==> src/rtl/psram_qspi_ctrl.sv <==
// psram_qspi_ctrl: QPI/SPI PSRAM burst controller; define PSRAM_LED_STATUS_EN for status LEDs
module psram_qspi_ctrl #(
  parameter int ADDR_W      = 23,
  parameter int LANES       = 4,
  parameter int BURST_LEN   = 4,
  parameter int INIT_CYCLES = 4096,
  parameter int RD_WAIT     = 6
) (
  input  logic                   clk,
  input  logic                   rst_n,
  input  logic                   req_valid,
  output logic                   req_ready,
  input  logic                   req_write,
  input  logic [ADDR_W-1:0]      req_addr,
  input  logic [8*BURST_LEN-1:0] req_wdata,
  output logic [8*BURST_LEN-1:0] rd_data,
  output logic                   done,
  output logic                   psram_clk,
  output logic                   psram_cs_n,
  output logic [3:0]             psram_dq_o,
  output logic [3:0]             psram_dq_oe,
  input  logic [3:0]             psram_dq_i,
  output logic [5:0]             led
);
  localparam int DW = 8*BURST_LEN;
  localparam int TW = 32 + DW;
  localparam int CW = 32;
  localparam logic [CW-1:0] INIT_N = CW'(INIT_CYCLES - 1);
  localparam logic [CW-1:0] CMD_N  = CW'(8/LANES - 1);
  localparam logic [CW-1:0] ADDR_N = CW'(24/LANES - 1);
  localparam logic [CW-1:0] DATA_N = CW'(DW/LANES - 1);
  localparam logic [CW-1:0] WAIT_N = CW'(RD_WAIT - 1);

  if (LANES != 1 && LANES != 4) begin : g_lanes_chk
    $error("psram_qspi_ctrl: LANES must be 1 or 4");
  end

  typedef enum logic [3:0] {INIT_WAIT, QPI_ENTER, IDLE, CMD, ADDR, WAIT, WDATA, RDATA, DESEL} state_t;

  state_t          state_q, state_d;
  logic [CW-1:0]   cnt_q, cnt_d;
  logic            sclk_q, sclk_d;
  logic [TW-1:0]   sh_q, sh_d;
  logic [DW-1:0]   rx_q, rx_d;
  logic [DW-1:0]   rd_q, rd_d;
  logic            done_q, done_d;
  logic            wr_q, wr_d;
  logic            txn_q, txn_d;
  logic [DW-1:0]   wswap, rswap;
  logic [7:0]      cmd;
  logic [3:0]      din;
  logic            active, tx, fall, last;

  for (genvar i = 0; i < BURST_LEN; i++) begin : g_swap
    assign wswap[8*i +: 8] = req_wdata[8*(BURST_LEN-1-i) +: 8];
    assign rswap[8*i +: 8] = rx_q[8*(BURST_LEN-1-i) +: 8];
  end

  assign active = state_q inside {QPI_ENTER, CMD, ADDR, WAIT, WDATA, RDATA};
  assign tx     = state_q inside {CMD, ADDR, WDATA};
  assign fall   = active && sclk_q;
  assign last   = fall && cnt_q == '0;
  assign din    = LANES == 4 ? psram_dq_i : {3'b0, psram_dq_i[1]};
  assign cmd    = LANES == 4 ? (req_write ? 8'h38 : 8'hEB) : (req_write ? 8'h02 : 8'h03);

  assign req_ready   = state_q == IDLE;
  assign psram_cs_n  = !active;
  assign psram_clk   = sclk_q;
  assign done        = done_q;
  assign rd_data     = rd_q;
  assign psram_dq_oe = state_q == QPI_ENTER ? 4'b0001 : tx ? (LANES == 4 ? 4'hF : 4'b0001) : 4'b0000;
  assign psram_dq_o  = (state_q == QPI_ENTER || (tx && LANES == 1)) ? {3'b0, sh_q[TW-1]} :
                       tx ? sh_q[TW-1 -: 4] : 4'b0000;

  // state register; reset forces chip deselect and reruns the init sequence
  always_ff @(posedge clk or negedge rst_n) begin
    if (!rst_n) begin
      state_q <= INIT_WAIT;
      cnt_q   <= '0;
      sclk_q  <= 1'b0;
      sh_q    <= '0;
      rx_q    <= '0;
      rd_q    <= '0;
      done_q  <= 1'b0;
      wr_q    <= 1'b0;
      txn_q   <= 1'b0;
    end else begin
      state_q <= state_d;
      cnt_q   <= cnt_d;
      sclk_q  <= sclk_d;
      sh_q    <= sh_d;
      rx_q    <= rx_d;
      rd_q    <= rd_d;
      done_q  <= done_d;
      wr_q    <= wr_d;
      txn_q   <= txn_d;
    end
  end

  // next state: bits shift out on SCLK falls, sample on SCLK rises, phases end on the last fall
  always_comb begin
    state_d = state_q;
    cnt_d   = (fall && cnt_q != '0) ? cnt_q - 1 : cnt_q;
    sclk_d  = active ? ~sclk_q : 1'b0;
    sh_d    = fall ? sh_q << (state_q == QPI_ENTER ? 1 : LANES) : sh_q;
    rx_d    = (state_q == RDATA && !sclk_q) ? (rx_q << LANES) | DW'(din) : rx_q;
    rd_d    = rd_q;
    done_d  = 1'b0;
    wr_d    = wr_q;
    txn_d   = txn_q;
    case (state_q)
      INIT_WAIT: begin
        if (cnt_q == INIT_N) begin
          state_d = LANES == 4 ? QPI_ENTER : IDLE;
          cnt_d   = LANES == 4 ? CW'(7) : '0;
          sh_d    = {8'h35, {(TW-8){1'b0}}};
        end else begin
          cnt_d = cnt_q + 1;
        end
      end
      QPI_ENTER: if (last) begin
        state_d = DESEL;
        cnt_d   = CW'(1);
      end
      IDLE: if (req_valid) begin
        state_d = CMD;
        cnt_d   = CMD_N;
        sh_d    = {cmd, 24'(req_addr), wswap};
        wr_d    = req_write;
        txn_d   = 1'b1;
      end
      CMD: if (last) begin
        state_d = ADDR;
        cnt_d   = ADDR_N;
      end
      ADDR: if (last) begin
        state_d = wr_q ? WDATA : (LANES == 4 ? WAIT : RDATA);
        cnt_d   = (!wr_q && LANES == 4) ? WAIT_N : DATA_N;
      end
      WAIT: if (last) begin
        state_d = RDATA;
        cnt_d   = DATA_N;
      end
      WDATA, RDATA: if (last) begin
        state_d = DESEL;
        cnt_d   = CW'(1);
      end
      DESEL: begin
        if (cnt_q == '0) begin
          state_d = IDLE;
          done_d  = txn_q;
          txn_d   = 1'b0;
          rd_d    = (txn_q && !wr_q) ? rswap : rd_q;
        end else begin
          cnt_d = cnt_q - 1;
        end
      end
      default: state_d = INIT_WAIT;
    endcase
  end

`ifdef PSRAM_LED_STATUS_EN
  logic [5:0] led_q;
  logic [1:0] dcnt_q;
  assign led = led_q;
  // status LEDs are registered so they read all-off while reset is held
  always_ff @(posedge clk or negedge rst_n) begin
    if (!rst_n) begin
      led_q  <= 6'h3F;
      dcnt_q <= 2'b00;
    end else begin
      dcnt_q <= dcnt_q + 2'(done_q);
      led_q  <= ~{dcnt_q, txn_q && !wr_q, txn_q && wr_q,
                  state_q == INIT_WAIT || state_q == QPI_ENTER, state_q == IDLE};
    end
  end
`else
  assign led = 6'h3F;
`endif
endmodule

==> config.mk <==
export PLATFORM = sky130hd
export DESIGN_NAME = psram_qspi_ctrl
export DESIGN_NICKNAME = d
export VERILOG_FILES = /design/src/rtl/psram_qspi_ctrl.sv
export SDC_FILE = /design/constraint.sdc
export NUM_CORES = 1
export LEC_CHECK = 0
export CAP_MARGIN = 20
export CORE_ASPECT_RATIO = 0.6
export CORE_UTILIZATION = 25
export DETAILED_ROUTE_END_ITERATION = 16
export HOLD_SLACK_MARGIN = 0.08
export SYNTH_ARGS = -nofsm -noshare
export SYNTH_HDL_FRONTEND = slang
export SYNTH_SLANG_ARGS = --single-unit
==> constraint.sdc <==
create_clock -name clk -period 3.3 [get_ports clk]
set_input_delay 0.66 -clock clk [delete_from_list [all_inputs] [get_ports clk]]
set_output_delay 0.66 -clock clk [all_outputs]
set_load 0.02 [all_outputs]
### Word-level counts from Yosys, hierarchy flattened

Cells that the tools add are included.

| storage, ports and cells | value |
|---|---|
| flip-flop bits (word level) | 168 |
| word-level logic and storage cells | 84 |
| output and inout bits | 50 |

| operators by class | value |
|---|---|
| equality and inequality tests | 16 |
| reduce and logical (&&, ||, !) cells | 19 |
| bitwise operators | 2 |
| add/subtract/negate cells | 2 |
| multiplexer cells | 35 |
| shifts and indexed selects | 1 |

Operators with widths:

| operator | number |
|---|---|
| $mux W32 | 8 |
| $pmux W32 S7 | 1 |
| $mux W64 | 3 |
| $pmux W64 S2 | 1 |
| $shl A64 B3 Y64 | 1 |
| $mux W4 | 11 |
| $add A32 B1 Y32 const B | 1 |
| $eq A32 B12 Y1 const B | 1 |
| $logic_not A32 Y1 | 1 |
| $or A32 B4 Y32 | 1 |
| $reduce_bool A32 Y1 | 1 |
| $sub A32 B1 Y32 const B | 1 |
| $pmux W4 S7 | 1 |
| $eq A4 B3 Y1 const B | 4 |
| $ne A2 B2 Y1 const B | 6 |
| $eq A4 B2 Y1 const B | 2 |
| $mux W8 | 1 |
| $reduce_and A7 Y1 | 1 |
| $reduce_and A3 Y1 | 2 |
| $reduce_bool A6 Y1 | 1 |
| $logic_and A1 B1 Y1 | 5 |
| $mux W1 | 5 |
| $eq A4 B1 Y1 const B | 1 |
| $eq A4 B4 Y1 const B | 1 |
| other kinds (11) | 14 |

### Depth between registers and ports, before layout

Gate-level depths: netlist of run 1.

| depth | value |
|---|---|
| depth after elaboration | 7 |
| mapped depth | 11 |
| gate-level depth less buffers | 8 |

### Worst setup path after synthesis of run 1

No wires, ideal clock.

| timing path | value |
|---|---|
| path kind | register -> output |
| from | register state_q[0] |
| to | output psram_dq_o[0] |
| slack | 0.904 ns |
| arrival | 1.736 ns |
| cell stages (with the launch flop) | 6 |
| cells stage by stage | dfrtp_1 buf_2 clkbuf_1 nand3_1 a21oi_1 a22o_1 |

| on the way | value |
|---|---|
| cells in the longest elaborated chain, start to end | 4 |
| elaborated cells between the ends (all ways) | 7 |
| those cells by class | eq/ne (4); mux (2); reduce/logical (1) |

RTL lines:

| what | RTL line | RTL |
|---|---|---|
| start: declaration | 40 | `state_t state_q, state_d;` |
| start signal: assignment | 88 | `state_q <= state_d;` |
| $eq A4 B2 Y1 or $eq A4 B3 Y1 (tied branches) | 60 | `assign tx = state_q inside {CMD, ADDR, WDATA};` |
| $reduce_bool A3 Y1 | 60 |  |
| $mux W4 | 73 | `tx ? sh_q[TW-1 -: 4] : 4'b0000;` |
| $mux W4 (*) | 72 | `assign psram_dq_o = (state_q == QPI_ENTER \|\| (tx && LANES == 1)) ? {3'b0, sh_q[TW-1]} :` |
| end: declaration | 20 | `output logic [3:0] psram_dq_o,` |

Every way passes the cells marked *; elsewhere a longest branch is shown, timed or not.

### Worst setup path after layout of run 1

| timing path | value |
|---|---|
| from | register state_q[3] |
| to | output req_ready |

| on the way | value |
|---|---|
| cells in the longest elaborated chain, start to end | 1 |

RTL lines:

| what | RTL line | RTL |
|---|---|---|
| $eq A4 B2 Y1 | 66 | `assign req_ready = state_q == IDLE;` |
| end: declaration | 12 | `output logic req_ready,` |

No other way between the ends.

==> impl_metrics.yaml, run 1 <==
critical_path:
  cp.required_ps: 2640
  crit_type: "flop to output pin"
  crit_path_end_kind: "output pin"
  crit_path_max_fanout: 14
  arrival_ps: 2510
  worstSetupStartpointType: "flop"
sta:
  finClkSkew_ps: 17.1
  finalCriticalPeriod_ps: 3170
  rsz0062_at_grt: "false"
  finalSetupViolCount: 0
  fmax_mhz: 315
  worst_slack_ps: 125
  tightestPinTransition_ps: 1050
  hold_viol_final: 0
  min_period_over_period_pct: 96.2
  drv_slew: 0
  setup_tns_ps: 0
  fin_hold_ws_ps: 275
  slew_headroom_pct: 30.1
drt:
  via_per_inst: 4.92
  firstDrtPassIters: 5
  drc: 0
  routed-via-count: 7772
  drt_iter0_drc: 743
  wire_per_inst_um: 16.5
  ant_nets: 0
  routed_wl_mm: 26.0
floorplanning:
  core_um2: 37800
  fp-row-count: 55
  fp.dieH_um: 154
  fp.dieArea_um2: 39400
  initial_core_util_pct: 25.5
  die_w_um: 256
  ios: 113
global_route:
  grt_max_degree: 125
  grt_pass1_vias: 7322
  overflow: 0
  grt.total_usage_pct: 13.3
  antenna_found_initial: 0
  grt_pass1_wl_mm: 42.0
logic_synthesis:
  yosys-top-cells-count: "dfrtp_1, nand2_1, nor2_1, a21oi_1, mux2i_1"
  yosys.area.top_type: "dfrtp_1"
  ys_types: 76
  synth_warnings: 0
  syn-instance-count: 984
  synth_area_um2: 9660
  synth_seq_cells: 168
  synthArstFlopShare_pct: 100
  synthFlopType: "dfrtp_1"
  synth_most_common_cell: "dfrtp_1"
  synth_edf_count: 0
  synth_area_leaders: "dfrtp_1, mux2i_1, mux2_4"
  ys_seq_area_share_pct: 43.5
  synth.top_cell.area_share_pct: 43.5
  syn_avg_cell_area_um2: 9.82
run_status:
  status: "finished, final reports clean"
clocking:
  numCtsBuffers: 17
  htree_levels: 4
  clock-sinks: 168
  cts.clk_slew.worst_paths_ps: 70
  cts_tree: "built"
  postCtsHoldBufs: 0
  clock-root-buffer: "clkbuf_16"
  clockBufferDepth: 2
  post_cts_buffers: 0
  insertion_delay_ps: 450
final_layout:
  nNetsFinal: 1118
  fin_area_um2: 11700
  drive_gt1_share_pct: 14.8
  antennaDiodeCount: 0
  syn2layout_area_growth_pct: 21.5
  final_cells: 1579
  final_util_pct: 31.0
place:
  dp_slack_ps: 484
  dp_hpwl_mm: 18.1
  place_inst: 1547
  dpl_cell_area_um2: 11200
  gp_congestion: 0.893
  port_buffers: 106
worst_hold_path:
  hold_class: "primary input to asynchronous set/reset pin"
power_and_ir_drop:
  power_density_nw_per_um2: 378
  ir_drop_mv: 0.278
  power_mw: 4.44
  p_leak_nw: 4.68
job:
  maxCapViolations: 0
-- flip-flops by register name, summed over array words and instances (netlist names) --
signal,flops
rx_q,32
sh_q,64
rd_data,32
psram_clk,1
txn_q,1
cnt_q,32
wr_q,1
state_q,4
done,1
-- area by class of cell --
cell class / count / area (um2)
Sequential cell: 168 / 4210
Clock buffer: 17 / 425
Multi-Input combinational cell: 721 / 4970
Inverter: 13 / 48.8
Tap cell: 513 / 642
Timing Repair Buffer: 132 / 1310
Fill cell: 3920 / 26100
Clock inverter: 15 / 134
-- cells by family (layout without fill, tap and decap cells) --
| group | after synthesis | count (layout) | share of synthesized area, % |
|---|---|---|---|
| XOR/XNOR | 30 | 30 | 2.72 |
| other | 1 | 6 | 0.0388 |
| flip-flops | 168 | 168 | 43.5 |
| multiplexers | 124 | 124 | 14.8 |
| adder cells (fa/ha/maj) | 2 | 2 | 0.259 |
| buffers and inverters | 100 | 177 | 5.53 |
| AND/OR/NAND/NOR | 313 | 313 | 16.3 |
| AO/OA/AOI/OAI | 246 | 246 | 16.8 |
-- cells in the final DEF, fill, tap and decap left out, drive strengths merged, types with 16 or more instances in the layout --
cell / instances
a21oi: 80
buf: 27
clkbuf: 17
clkdlybuf4s50: 105
dfrtp: 168
inv: 22
mux2: 64
mux2i: 60
nand2: 98
nand3: 22
nor2: 97
nor3: 21
o21ai: 30
o22ai: 21
o31ai: 55
xor2: 16
-- critical path, stage by stage, from the launching register on --
cell and delay [ps]:
dfrtp_1 550, or4b_1 730, inv_2 160, clkdlybuf4s50_1 630
-- power by group --
group          internal, mW  switching (mW)
Combinational         0.156          0.0952
Sequential             2.17          0.0789
Clock                 0.995           0.948
Total                  3.32            1.12
-- metal layers --
metal	up-vias	GRT usage, %	routed length [um]
li1	3709	-	-
met1	3788	20.6	13600
met2	252	17.8	10500
met3	23	3.24	1610
met4	0	3.76	346
met5	-	0	0
-- final timing paths --
check	startpoint	endpoint	slack (ps)	depth (start not counted)
hold reg to reg	rx_q[31]$_DFFE_PN0P_	rd_data[7]$_DFFE_PN0P_	500	1
max in group asynchronous	rst_n	cnt_q[4]$_DFF_PN0_	2200	2
hold / removal	rst_n	rd_data[14]$_DFFE_PN0P_	280	1
setup reg to reg	cnt_q[0]$_DFF_PN0_	rd_data[18]$_DFFE_PN0P_	450	9
setup / recovery	state_q[3]$_DFFE_PN0P_	req_ready	130	3
min in group clk	rx_q[31]$_DFFE_PN0P_	rd_data[7]$_DFFE_PN0P_	500	1
-- timing repair --
item,4_1_cts,5_1_grt
endpoints found under the hold margin,0,0
gates resized for setup,0,3
endpoints found under the setup margin,0,5
Power figures use the tool's default switching activity.
==> run 2, diff against run 1 <==
--- a/config.mk
+++ b/config.mk
@@ -10,6 +10,7 @@
 export CORE_UTILIZATION = 25
 export DETAILED_ROUTE_END_ITERATION = 16
 export HOLD_SLACK_MARGIN = 0.08
+export REMOVE_ABC_BUFFERS = 1
 export SYNTH_ARGS = -nofsm -noshare
 export SYNTH_HDL_FRONTEND = slang
 export SYNTH_SLANG_ARGS = --single-unit
==> run 2 against run 1 <==
Against the previous run:
- routed wire length increased by 1.3%
- count of clock-buffer cells in the layout unchanged
- die area did not move
- sequential power hardly changed
==> impl_metrics.yaml, run 2 (synthesis results as in run 1) <==
run_status:
  status: "finished, final reports clean"
final_layout:
  nNetsFinal: 1121
  final_cells: 1582
  fillers: 3891
  final_cell_mix: "dfrtp_1, clkdlybuf4s50_1, nand2_1"
  largest_register_ffs: 64
  drive_gt1_share_pct: 15.2
  antennaDiodeCount: 0
  regMostFlops: "sh_q"
  syn2layout_area_growth_pct: 22.5
  layout_commonest_cell: "dfrtp_1"
clocking:
  htree_levels: 4
  clockBufferDepth: 2
  clock-sinks: 168
  cts.clk_slew.worst_paths_ps: 70
  cts_tree: "built"
  postCtsHoldBufs: 0
  clock-root-buffer: "clkbuf_16"
  insertion_delay_ps: 440
  numCtsBuffers: 17
sta:
  min_period_over_period_pct: 96.8
  fmax_mhz: 313
  drv_slew: 0
  finalCriticalPeriod_ps: 3200
  tightestPinTransition_ps: 858
  finClkSkew_ps: 8.60
  rsz0062_at_grt: "false"
  slew_headroom_pct: 42.6
  finalSetupViolCount: 0
  hold_viol_final: 0
job:
  maxCapViolations: 0
global_route:
  grt.total_usage_pct: 13.6
  grt_pass1_vias: 7528
  grt_pass1_wl_mm: 42.7
  grt_max_degree: 93
  overflow: 0
  antenna_found_initial: 0
floorplanning:
  core_um2: 37800
  fp.dieH_um: 154
  fp.dieArea_um2: 39400
  ios: 113
  initial_core_util_pct: 25.5
  die_w_um: 256
  fp-row-count: 55
critical_path:
  crit_type: "flop to output pin"
  cp.required_ps: 2640
  arrival_ps: 2540
  reg2reg_depth: 9
  worstSetupStartpointType: "flop"
  crit_path_max_fanout: 14
  crit_path_end_kind: "output pin"
drt:
  firstDrtPassIters: 5
  ant_nets: 0
  routed_wl_mm: 26.3
  wire_per_inst_um: 16.6
  routed-via-count: 7837
  drc: 0
  via_per_inst: 4.95
  drt_iter0_drc: 810
place:
  place_inst: 1550
  gp_congestion: 0.955
  dp_hpwl_mm: 18.4
  port_buffers: 106
power_and_ir_drop:
  ir_drop_mv: 0.315
  power_mw: 4.60
  power_density_nw_per_um2: 388
  p_leak_nw: 4.73
worst_hold_path:
  hold_class: "primary input to asynchronous set/reset pin"
[run 2: critical path, cell delays in order (launching register included)]
cell,delay (ps)
dfrtp_1,550
or4b_1,740
inv_2,180
clkdlybuf4s50_1,620
[run 2: area by class of cell]
class,count,area (um2),share of cell area [%]
clock inverter,15,195,1.65
clock buffer,17,425,3.59
inverter,13,48.8,0.412
sequential,168,4210,35.6
tap,513,642,5.42
multi-input combinational,721,4990,42.1
timing repair buffer,135,1330,11.2
[run 2: repair_timing]
action	in CTS	in global routing
setup endpoints to repair	0	6
gates resized for setup	0	4
buffers inserted	0	0
[run 2: final timing paths]
kind                                              from                       to  slack [ps]
worst max-delay path            state_q[3]$_DFFE_PN0P_                req_ready         100
worst min-delay path                             rst_n     rx_q[25]$_DFFE_PN0P_         160
worst max register to register      cnt_q[0]$_DFF_PN0_  rd_data[18]$_DFFE_PN0P_         400
worst min register to register       txn_q$_DFFE_PN0P_        txn_q$_DFFE_PN0P_         500
max in group asynchronous                        rst_n      rx_q[8]$_DFFE_PN0P_        2340
min in group clk                     txn_q$_DFFE_PN0P_        txn_q$_DFFE_PN0P_         500
[run 2: metal layers]
layer  global-route usage [%]  share of wire, %
met5                        0                 0
met4                     3.19               1.1
met3                     3.41               6.4
met2                     18.7                41
met1                     20.7                51
[run 2: power breakdown]
part | total (mW) | leakage (nW) | internal (mW) | switching (mW)
Sequential | 2.24 | 2.11 | 2.16 | 0.0758
Combinational | 0.248 | 2.32 | 0.155 | 0.0924
Clock | 2.11 | 0.304 | 1.10 | 1.01
[run 2: metrics by stage]
stage | hold slack (ps) | util (%) | TNS [ps] | worst slack, ps | cell area (um2)
2_1_floorplan | 364 | - | -523150 | -8150 | 9190
3_3_place_gp | 488 | 29.6 | 0 | 465 | 11200
3_5_place_dp | 482 | 29.6 | 0 | 426 | 11200
4_1_cts | 168 | 31.2 | 0 | 45.4 | 11800
5_1_grt | 184 | 31.3 | 0 | 3.95 | 11800
6_report | 159 | 31.3 | 0 | 105 | 11800
